===== src/rtl/pong_match_ctrl.sv =====
// Match-level sequencer for pong: detects goals from ball x, keeps scores,
// times serve/point holds in frame ticks and handles pause and game over.
module pong_match_ctrl #(
  parameter int X_POS_W     = 11,
  parameter int LEFT_GOAL   = 4,
  parameter int RIGHT_GOAL  = 636,
  parameter int SCORE_W     = 4,
  parameter int WIN_SCORE   = 7,
  parameter int SERVE_TICKS = 60,
  parameter int POINT_TICKS = 90,
  parameter int TICK_CNT_W  = 8
) (
  input  logic               clk_i,
  input  logic               rst_ni,
  input  logic               tick_i,
  input  logic               start_i,
  input  logic               pause_i,
  input  logic [X_POS_W-1:0] ball_x_i,
  output logic               run_o,
  output logic               ball_reset_o,
  output logic               serve_dir_o,
  output logic [SCORE_W-1:0] score_player_o,
  output logic [SCORE_W-1:0] score_pc_o,
  output logic [2:0]         state_o,
  output logic               game_over_o,
  output logic               winner_o
);

  localparam logic [2:0] ST_IDLE      = 3'd0;
  localparam logic [2:0] ST_SERVE     = 3'd1;
  localparam logic [2:0] ST_PLAY      = 3'd2;
  localparam logic [2:0] ST_POINT     = 3'd3;
  localparam logic [2:0] ST_PAUSE     = 3'd4;
  localparam logic [2:0] ST_GAME_OVER = 3'd5;

  localparam logic [SCORE_W-1:0]    WIN        = SCORE_W'(WIN_SCORE);
  localparam logic [TICK_CNT_W-1:0] SERVE_LAST = TICK_CNT_W'(SERVE_TICKS - 1);
  localparam logic [TICK_CNT_W-1:0] POINT_LAST = TICK_CNT_W'(POINT_TICKS - 1);
  localparam logic [X_POS_W-1:0]    LEFT_X     = X_POS_W'(LEFT_GOAL);
  localparam logic [X_POS_W-1:0]    RIGHT_X    = X_POS_W'(RIGHT_GOAL);

  logic [2:0]            state_q, state_d;
  logic [TICK_CNT_W-1:0] cnt_q, cnt_d;
  logic [SCORE_W-1:0]    score_player_q, score_player_d;
  logic [SCORE_W-1:0]    score_pc_q, score_pc_d;
  logic                  run_q, run_d;
  logic                  ball_reset_q, ball_reset_d;
  logic                  serve_dir_q, serve_dir_d;
  logic                  winner_q, winner_d;
  logic                  start_q, start_d, pause_q, pause_d;
  logic                  start_arm_q, start_arm_d, pause_arm_q, pause_arm_d;

  logic start_edge, pause_edge, goal_left, goal_right;

  // A key only arms after it has been seen released, so a key held
  // through reset cannot fire as soon as reset lifts.
  assign start_edge  = start_i & ~start_q & start_arm_q;
  assign pause_edge  = pause_i & ~pause_q & pause_arm_q;
  assign start_d     = start_i;
  assign pause_d     = pause_i;
  assign start_arm_d = start_arm_q | ~start_i;
  assign pause_arm_d = pause_arm_q | ~pause_i;

  assign goal_left  = (ball_x_i < LEFT_X);
  assign goal_right = (ball_x_i > RIGHT_X);

  always_comb begin
    state_d        = state_q;
    cnt_d          = cnt_q;
    score_player_d = score_player_q;
    score_pc_d     = score_pc_q;
    serve_dir_d    = serve_dir_q;
    winner_d       = winner_q;
    ball_reset_d   = 1'b0;

    case (state_q)
      ST_IDLE, ST_GAME_OVER: begin
        if (start_edge) begin
          state_d        = ST_SERVE;
          cnt_d          = '0;
          score_player_d = '0;
          score_pc_d     = '0;
          serve_dir_d    = 1'b1;
          ball_reset_d   = 1'b1;
        end
      end
      ST_SERVE: begin
        if (tick_i) begin
          if (cnt_q == SERVE_LAST) begin
            state_d = ST_PLAY;
            cnt_d   = '0;
          end else begin
            cnt_d = cnt_q + TICK_CNT_W'(1);
          end
        end
      end
      ST_PLAY: begin
        // Left goal beats right goal, and any goal beats a pause press.
        if (goal_left) begin
          score_player_d = (score_player_q == WIN) ? WIN : score_player_q + SCORE_W'(1);
          serve_dir_d    = 1'b0;
          state_d        = ST_POINT;
          cnt_d          = '0;
        end else if (goal_right) begin
          score_pc_d  = (score_pc_q == WIN) ? WIN : score_pc_q + SCORE_W'(1);
          serve_dir_d = 1'b1;
          state_d     = ST_POINT;
          cnt_d       = '0;
        end else if (pause_edge) begin
          state_d = ST_PAUSE;
          cnt_d   = '0;
        end
      end
      ST_POINT: begin
        if (tick_i) begin
          if (cnt_q == POINT_LAST) begin
            cnt_d = '0;
            if ((score_player_q == WIN) || (score_pc_q == WIN)) begin
              state_d  = ST_GAME_OVER;
              winner_d = (score_player_q == WIN);
            end else begin
              state_d      = ST_SERVE;
              ball_reset_d = 1'b1;
            end
          end else begin
            cnt_d = cnt_q + TICK_CNT_W'(1);
          end
        end
      end
      ST_PAUSE: begin
        if (pause_edge) begin
          state_d = ST_PLAY;
          cnt_d   = '0;
        end
      end
      default: begin
        state_d = ST_IDLE;
        cnt_d   = '0;
      end
    endcase
  end

  // run_o is decoded from the next state so it is high exactly while PLAY is held.
  assign run_d = (state_d == ST_PLAY);

  always_ff @(posedge clk_i or negedge rst_ni) begin
    if (!rst_ni) begin
      state_q        <= ST_IDLE;
      cnt_q          <= '0;
      score_player_q <= '0;
      score_pc_q     <= '0;
      run_q          <= 1'b0;
      ball_reset_q   <= 1'b0;
      serve_dir_q    <= 1'b1;
      winner_q       <= 1'b0;
      start_q        <= 1'b0;
      pause_q        <= 1'b0;
      start_arm_q    <= 1'b0;
      pause_arm_q    <= 1'b0;
    end else begin
      state_q        <= state_d;
      cnt_q          <= cnt_d;
      score_player_q <= score_player_d;
      score_pc_q     <= score_pc_d;
      run_q          <= run_d;
      ball_reset_q   <= ball_reset_d;
      serve_dir_q    <= serve_dir_d;
      winner_q       <= winner_d;
      start_q        <= start_d;
      pause_q        <= pause_d;
      start_arm_q    <= start_arm_d;
      pause_arm_q    <= pause_arm_d;
    end
  end

  assign run_o          = run_q;
  assign ball_reset_o   = ball_reset_q;
  assign serve_dir_o    = serve_dir_q;
  assign score_player_o = score_player_q;
  assign score_pc_o     = score_pc_q;
  assign state_o        = state_q;
  assign game_over_o    = (state_q == ST_GAME_OVER);
  assign winner_o       = winner_q;

endmodule


===== config.mk =====
export PLATFORM = sky130hd
export DESIGN_NAME = pong_match_ctrl
export DESIGN_NICKNAME = d
export VERILOG_FILES = /design/src/rtl/pong_match_ctrl.sv
export SDC_FILE = /design/constraint.sdc
export NUM_CORES = 1
export LEC_CHECK = 0
export ABC_AREA = 1
export CAP_MARGIN = 20
export CORE_MARGIN = 2
export CORE_UTILIZATION = 50
export DETAILED_ROUTE_END_ITERATION = 8
export PLACE_DENSITY = 0.76
export REMOVE_ABC_BUFFERS = 1
export SYNTH_ARGS = -nofsm -noshare
export SYNTH_HDL_FRONTEND = slang
export SYNTH_SLANG_ARGS = --single-unit

===== constraint.sdc =====
create_clock -name clk_i -period 1.93 [get_ports clk_i]
set_input_delay 0.4825 -clock clk_i [delete_from_list [all_inputs] [get_ports clk_i]]
set_output_delay 0.4825 -clock clk_i [all_outputs]
set_load 0.05 [all_outputs]

## Word-level counts from Yosys, hierarchy flattened

Cells that the tools add are included.

- Muxes and demuxes: 37
- Bitwise logic cells: 10
- $add $sub $neg: 3
- Equal/unequal tests: 17
- $lt $le $gt $ge: 2
- Reductions and logical operators: 9

Operators by type and width:

| kind | number |
|---|---|
| $mux W8 | 8 |
| $pmux W8 S5 | 1 |
| $mux W3 | 10 |
| $mux W4 | 6 |
| $pmux W4 S2 | 2 |
| $pmux W3 S5 | 1 |
| $ne A2 B2 Y1 const B | 6 |
| $gt A11 B10 Y1 const B | 1 |
| $lt A11 B3 Y1 const B | 1 |
| $eq A3 B2 Y1 const B | 3 |
| $reduce_and A3 Y1 | 3 |
| $add A4 B1 Y4 const B | 2 |
| $add A8 B1 Y8 const B | 1 |
| $eq A4 B3 Y1 const B | 2 |
| $eq A8 B6 Y1 const B | 1 |
| $eq A8 B7 Y1 const B | 1 |
| $reduce_and A4 Y1 | 2 |
| $mux W1 | 7 |
| $eq A3 B3 Y1 const B | 2 |
| $and A1 B1 Y1 | 4 |
| $not A1 Y1 | 4 |
| $pmux W1 S2 | 2 |
| $eq A3 B1 Y1 const B | 1 |
| $logic_not A3 Y1 | 1 |
| other kinds (5) | 6 |

- Input bits: 16
- Register bits after elaboration: 27

## Longest topological paths before layout

Gate-level depths: netlist of run 1.

- Word-level depth: 8
- Mapped depth: 12

## Worst setup path after synthesis of run 1

No wires, ideal clock.

- Kind: reg-to-output
- Start: register state_q[0] (netlist: state_o[0])
- End: output port game_over_o
- Arrival time: 1.290 ns
- Required time: 1.447 ns
- Path slack: 0.158 ns
- Path buffers: 0
- Stages on the path, launching flop included: 3
- Cell sequence: dfrtp_1 nand3_2 inv_1

- Word-level cells in the longest chain between the ends: 1

RTL lines:

| item | line | text |
|---|---|---|
| start: declaration | 42 | `logic [2:0] state_q, state_d;` |
| start signal: assignment | 161 | `state_q <= state_d;` |
| $eq A3 B3 Y1 | 182 | `assign game_over_o = (state_q == ST_GAME_OVER);` |
| end: declaration | 25 | `output logic game_over_o,` |

Every way passes these cells.

## Worst setup path in the final report of run 1

- Start: input port ball_x_i[10]
- End: register cnt_q[2]

- Word-level cells in the longest chain between the ends: 4
- Elaborated cells between the ends (all ways): 5
- Classes of those cells: order compare: 2; mux: 3

RTL lines:

| item | line | text |
|---|---|---|
| start: declaration | 18 | `input logic [X_POS_W-1:0] ball_x_i,` |
| $gt A11 B10 Y1 | 65 | `assign goal_right = (ball_x_i > RIGHT_X);` |
| $mux W8 | 104 | `end else if (goal_right) begin` |
| $mux W8 * | 99 | `if (goal_left) begin` |
| $pmux W8 S5 * | 76 | `case (state_q)` |
| end signal: assignment | 162 | `cnt_q <= cnt_d;` |
| end: declaration | 43 | `logic [TICK_CNT_W-1:0] cnt_q, cnt_d;` |

Every way passes the cells marked *; elsewhere a longest branch is shown, timed or not.
A chain may end at the register's enable or synchronous reset.

==> metrics.md, run 1 <==
| Metric | Value |
|---|---|
| Overall power | 2.382 mW |
| Worst-path clk slew | 100 ps |
| Starting Density | 0.5241 |
| CTS Buffer Depth | 2 |
| DP Cell Count | 365 |
| Tot GR Track Use | 0.2422 |
| Hold EP | start_arm_q |
| CP max stage delay | 430 ps |
| Die Area | 0.004380 mm2 |
| Hold path start | start_arm_q |
| Worst-Margin Slew | 456.8 ps |
| Slowest cell on crit path | clkdlybuf4s50_1 |
| Slew headroom | 0.6945 |
| Max frequency | 555.5 MHz |
| Fin crit period | 1800 ps |
| Setup TNS | 0 ps |
| Routed len/inst | between 10 and 15 um |
| Cts hold-fix bufs | 0 |
| DRT iter0 DRCs | 163 |
| Min-delay worst type | flop to flop |
| Max Transition Viols Final | 0 |
| Worst EP required | 2100 ps |
| Die height | roughly 66 um |
| Port buffer count | 31 |
| # H-tree levels | 1 |
| Fin cells | 369 |
| Number of diodes | 0 |
| Critical Path Most Common Cell | nand2_1 |
| Worst-case reg-to-reg path depth | 8 |
| Startpoint Class | input port |
| Period utilization | 0.9328 |
| PostCTS Resize Cnt | 0 |
| WS Path Type | input port to flop |
| GP Congestion | 0.8395 |
| Core Region | 0.003689 mm2 |
| Critical path cell sequence | clkdlybuf4s50_1 -> nor2_1 -> nand2_1 -> nor2_1 -> nand2_1 -> nand4_1 -> nand3b_1 -> nand2_1 -> nand2_1 |
| Initial DRT Pass Iterations | 4 |
| Register-to-Register Setup Slack | 170 ps |
| Post-Syn Area | between 0.0015 and 0.002 mm2 |
| # DRC | 0 |
| # nets final | 342 |
| CP Max Fanout | 11 |
| Final setup skew | 3.775 ps |
| Initial antenna violation count | 0 |
| Cell Rows | 22 |
| Hpwl dp | 3499 um |
| Root buf cell | clkbuf_8 |
| Synth Flop Type | dfrtp_1 |
| Final WL | 4780 um |
| CP bufs+invs | 1 |
| Final hold vios | 0 |
| Hold Path Stages | 2 |
| Clk sinks | 27 |
| Async SR Flop Fraction | 1.000 |
| Max-cap violations | 0 |
| I/O pin count | 32 |
| Global route overflow | 0 |
| Max rail drop VDD | 667.2 uV |
| Power Dens Cells | approximately 1000 mW/mm2 |
| Number of enable flip-flop cells after synthesis | 0 |
| CTS tree | built |
| Critical Path AT | 1970 ps |
| Layout area overhead | 23.56% |
| Crit Reg-Reg Startpoint | cnt_q[0] |
| Status | finished clean |
| Antenna Nets Post-Route | 0 |
| Number of global-route vias before repair | 1932 |
| Num CTS Buffers | 3 |
| Synth cell types | 34 |
| Crit-path leading delay family | simple AND/OR/NAND/NOR gates |
| Reg-to-reg critical path endpoint | state_o[1] |
| #FFs+latches synth | 27 |
| Vias | ~2000 |
| Vias/cell | roughly 5.3 |
| # setup viols final | 0 |
| Die extent in x | approximately 66 um |
| First-pass GRT wire length | 8293 um |
| Fillers | 348 |
| Post-Synthesis Cells | 280 |
| Layout cells sized above 1 | 0.1558 |
| # Post-CTS Setup Buffers | 0 |
| Post-synthesis sequential area ratio | 0.3502 |
| Largest net degree at the start of global routing | 28 |
| Leak Pwr | 1.171 nW |
| RSZ-0062 raised after global routing | false |
| Syn_area_per_cell | 6.904 um2 |
| YS warnings | 0 |
| Clk_lat worst skew | 270 ps |
| CP endpoint kind | flop |
==> worst max path at each step <==
stage,start,endpoint,slack (ps),cells past startpoint
after detailed placement,ball_x_i[10],run_o,-140,9
after global routing,ball_x_i[10],cnt_q[2],30,9
after CTS,state_o[0],game_over_o,120,3
final,ball_x_i[10],cnt_q[2],130,9
after floorplan,state_o[0],game_over_o,160,2
after global placement,ball_x_i[10],run_o,-90,9
==> per-stage QoR <==
step | hold slack [ps] | worst slack (ps) | cell area, um2 | util
2_1_floorplan | 186.9 | 157.8 | 1907 | -
3_3_place_gp | 439.1 | -88.34 | 2337 | 0.6337
3_5_place_dp | 443.3 | -141.6 | 2337 | 0.6337
4_1_cts | 469.0 | 122.7 | 2386 | 0.6469
5_1_grt | 499.9 | 25.20 | 2389 | 0.6476
6_report | 465.5 | 129.7 | 2389 | 0.6476
==> kinds of logic (layout without fill, tap and decap cells) <==
logic type | count (synthesis) | count (layout) | synth area share
flops | 27 | 27 | 0.3502
simple gates | 182 | 182 | 0.4460
fa+ha+maj | 4 | 4 | 0.02589
buf+inv | 40 | 81 | 0.08479
compound gates | 23 | 23 | 0.07508
xor+xnor | 4 | 4 | 0.01812
==> metal layers <==
metal	wire length [um]	part of all wire	global-route usage	up-vias
li1	-	-	-	1000
met1	2123	0.44	0.3229	879
met2	2232	0.47	0.4163	79
met3	391	0.082	0.03918	4
met4	32	0.0067	0.04592	0
met5	0	0	0	-
==> flip-flops by register name, summed over array words and instances (netlist names) <==
name / flops
serve_dir_o: 1
state_o: 3
score_player_o: 4
ball_reset_o: 1
pause_q: 1
cnt_q: 8
run_o: 1
score_pc_o: 4
winner_o: 1
start_q: 1
pause_arm_q: 1
start_arm_q: 1
==> area by class of cell <==
class	count	area [um2]	share of cell area
timing repair buffer	41	370.4	0.1551
clock inverter	1	7.507	0.003143
tap	48	60.06	0.02514
sequential	27	676.9	0.2834
multi-input combinational	213	1092	0.4573
inverter	36	140.1	0.05867
clock buffer	3	41.29	0.01729
==> placed cells by master (no fill, tap or decap) <==
master / instances
nand2_1: 77
nand3_1: 36
nor2_1: 35
inv_1: 29
dfrtp_1: 26
buf_4: 24
clkdlybuf4s50_1: 15
nand4_1: 12
o21ai_0: 8
nand3b_1: 6
inv_2: 4
a21oi_1: 4
xor2_1: 4
ha_1: 4
nor3_1: 3
nand3_2: 3
o21ai_1: 3
clkbuf_8: 3
nand2_4: 2
nor2_4: 2
inv_4: 2
o21a_1: 2
o22ai_1: 2
buf_12: 2
nor3_2: 1
nand2_2: 1
nor3_4: 1
o211ai_1: 1
clkinv_1: 1
nor2_2: 1
or2_2: 1
o22ai_4: 1
o31ai_1: 1
and3_1: 1
o21bai_1: 1
clkinvlp_4: 1
dfstp_2: 1
==> Yosys cell counts (4+ instances only) <==
cell type  count  share of area
nand3_1       36          0.093
nor2_1        35          0.068
nand2_1       77           0.15
inv_1         29          0.056
inv_2          5         0.0097
o21ai_0        8          0.021
dfrtp_1       26           0.34
nand4_1       12          0.039
ha_1           4          0.026
a21oi_1        4          0.010
nand3b_1       6          0.023
xor2_1         4          0.018
==> report_power, final <==
| part | switching (mW) | total [mW] | internal, mW |
|---|---|---|---|
| clock network | 0.193 | 0.340 | 0.147 |
| logic | 0.784 | 1.20 | 0.416 |
| registers | 0.175 | 0.842 | 0.667 |
==> tightest hold or removal path, delay by kind of cell, from the launching register on <==
family	cells	cell delay (ps)
simple gates	1	40
buf+inv	1	40
flops	1	360
(Power assumes the default switching activity.)
==> inputs of run 2 (changes only) <==
- CTS_CLUSTER_SIZE: default -> 14
==> results of run 2 <==
No change in the layout: final DEF, timing and power equal those of run 1.
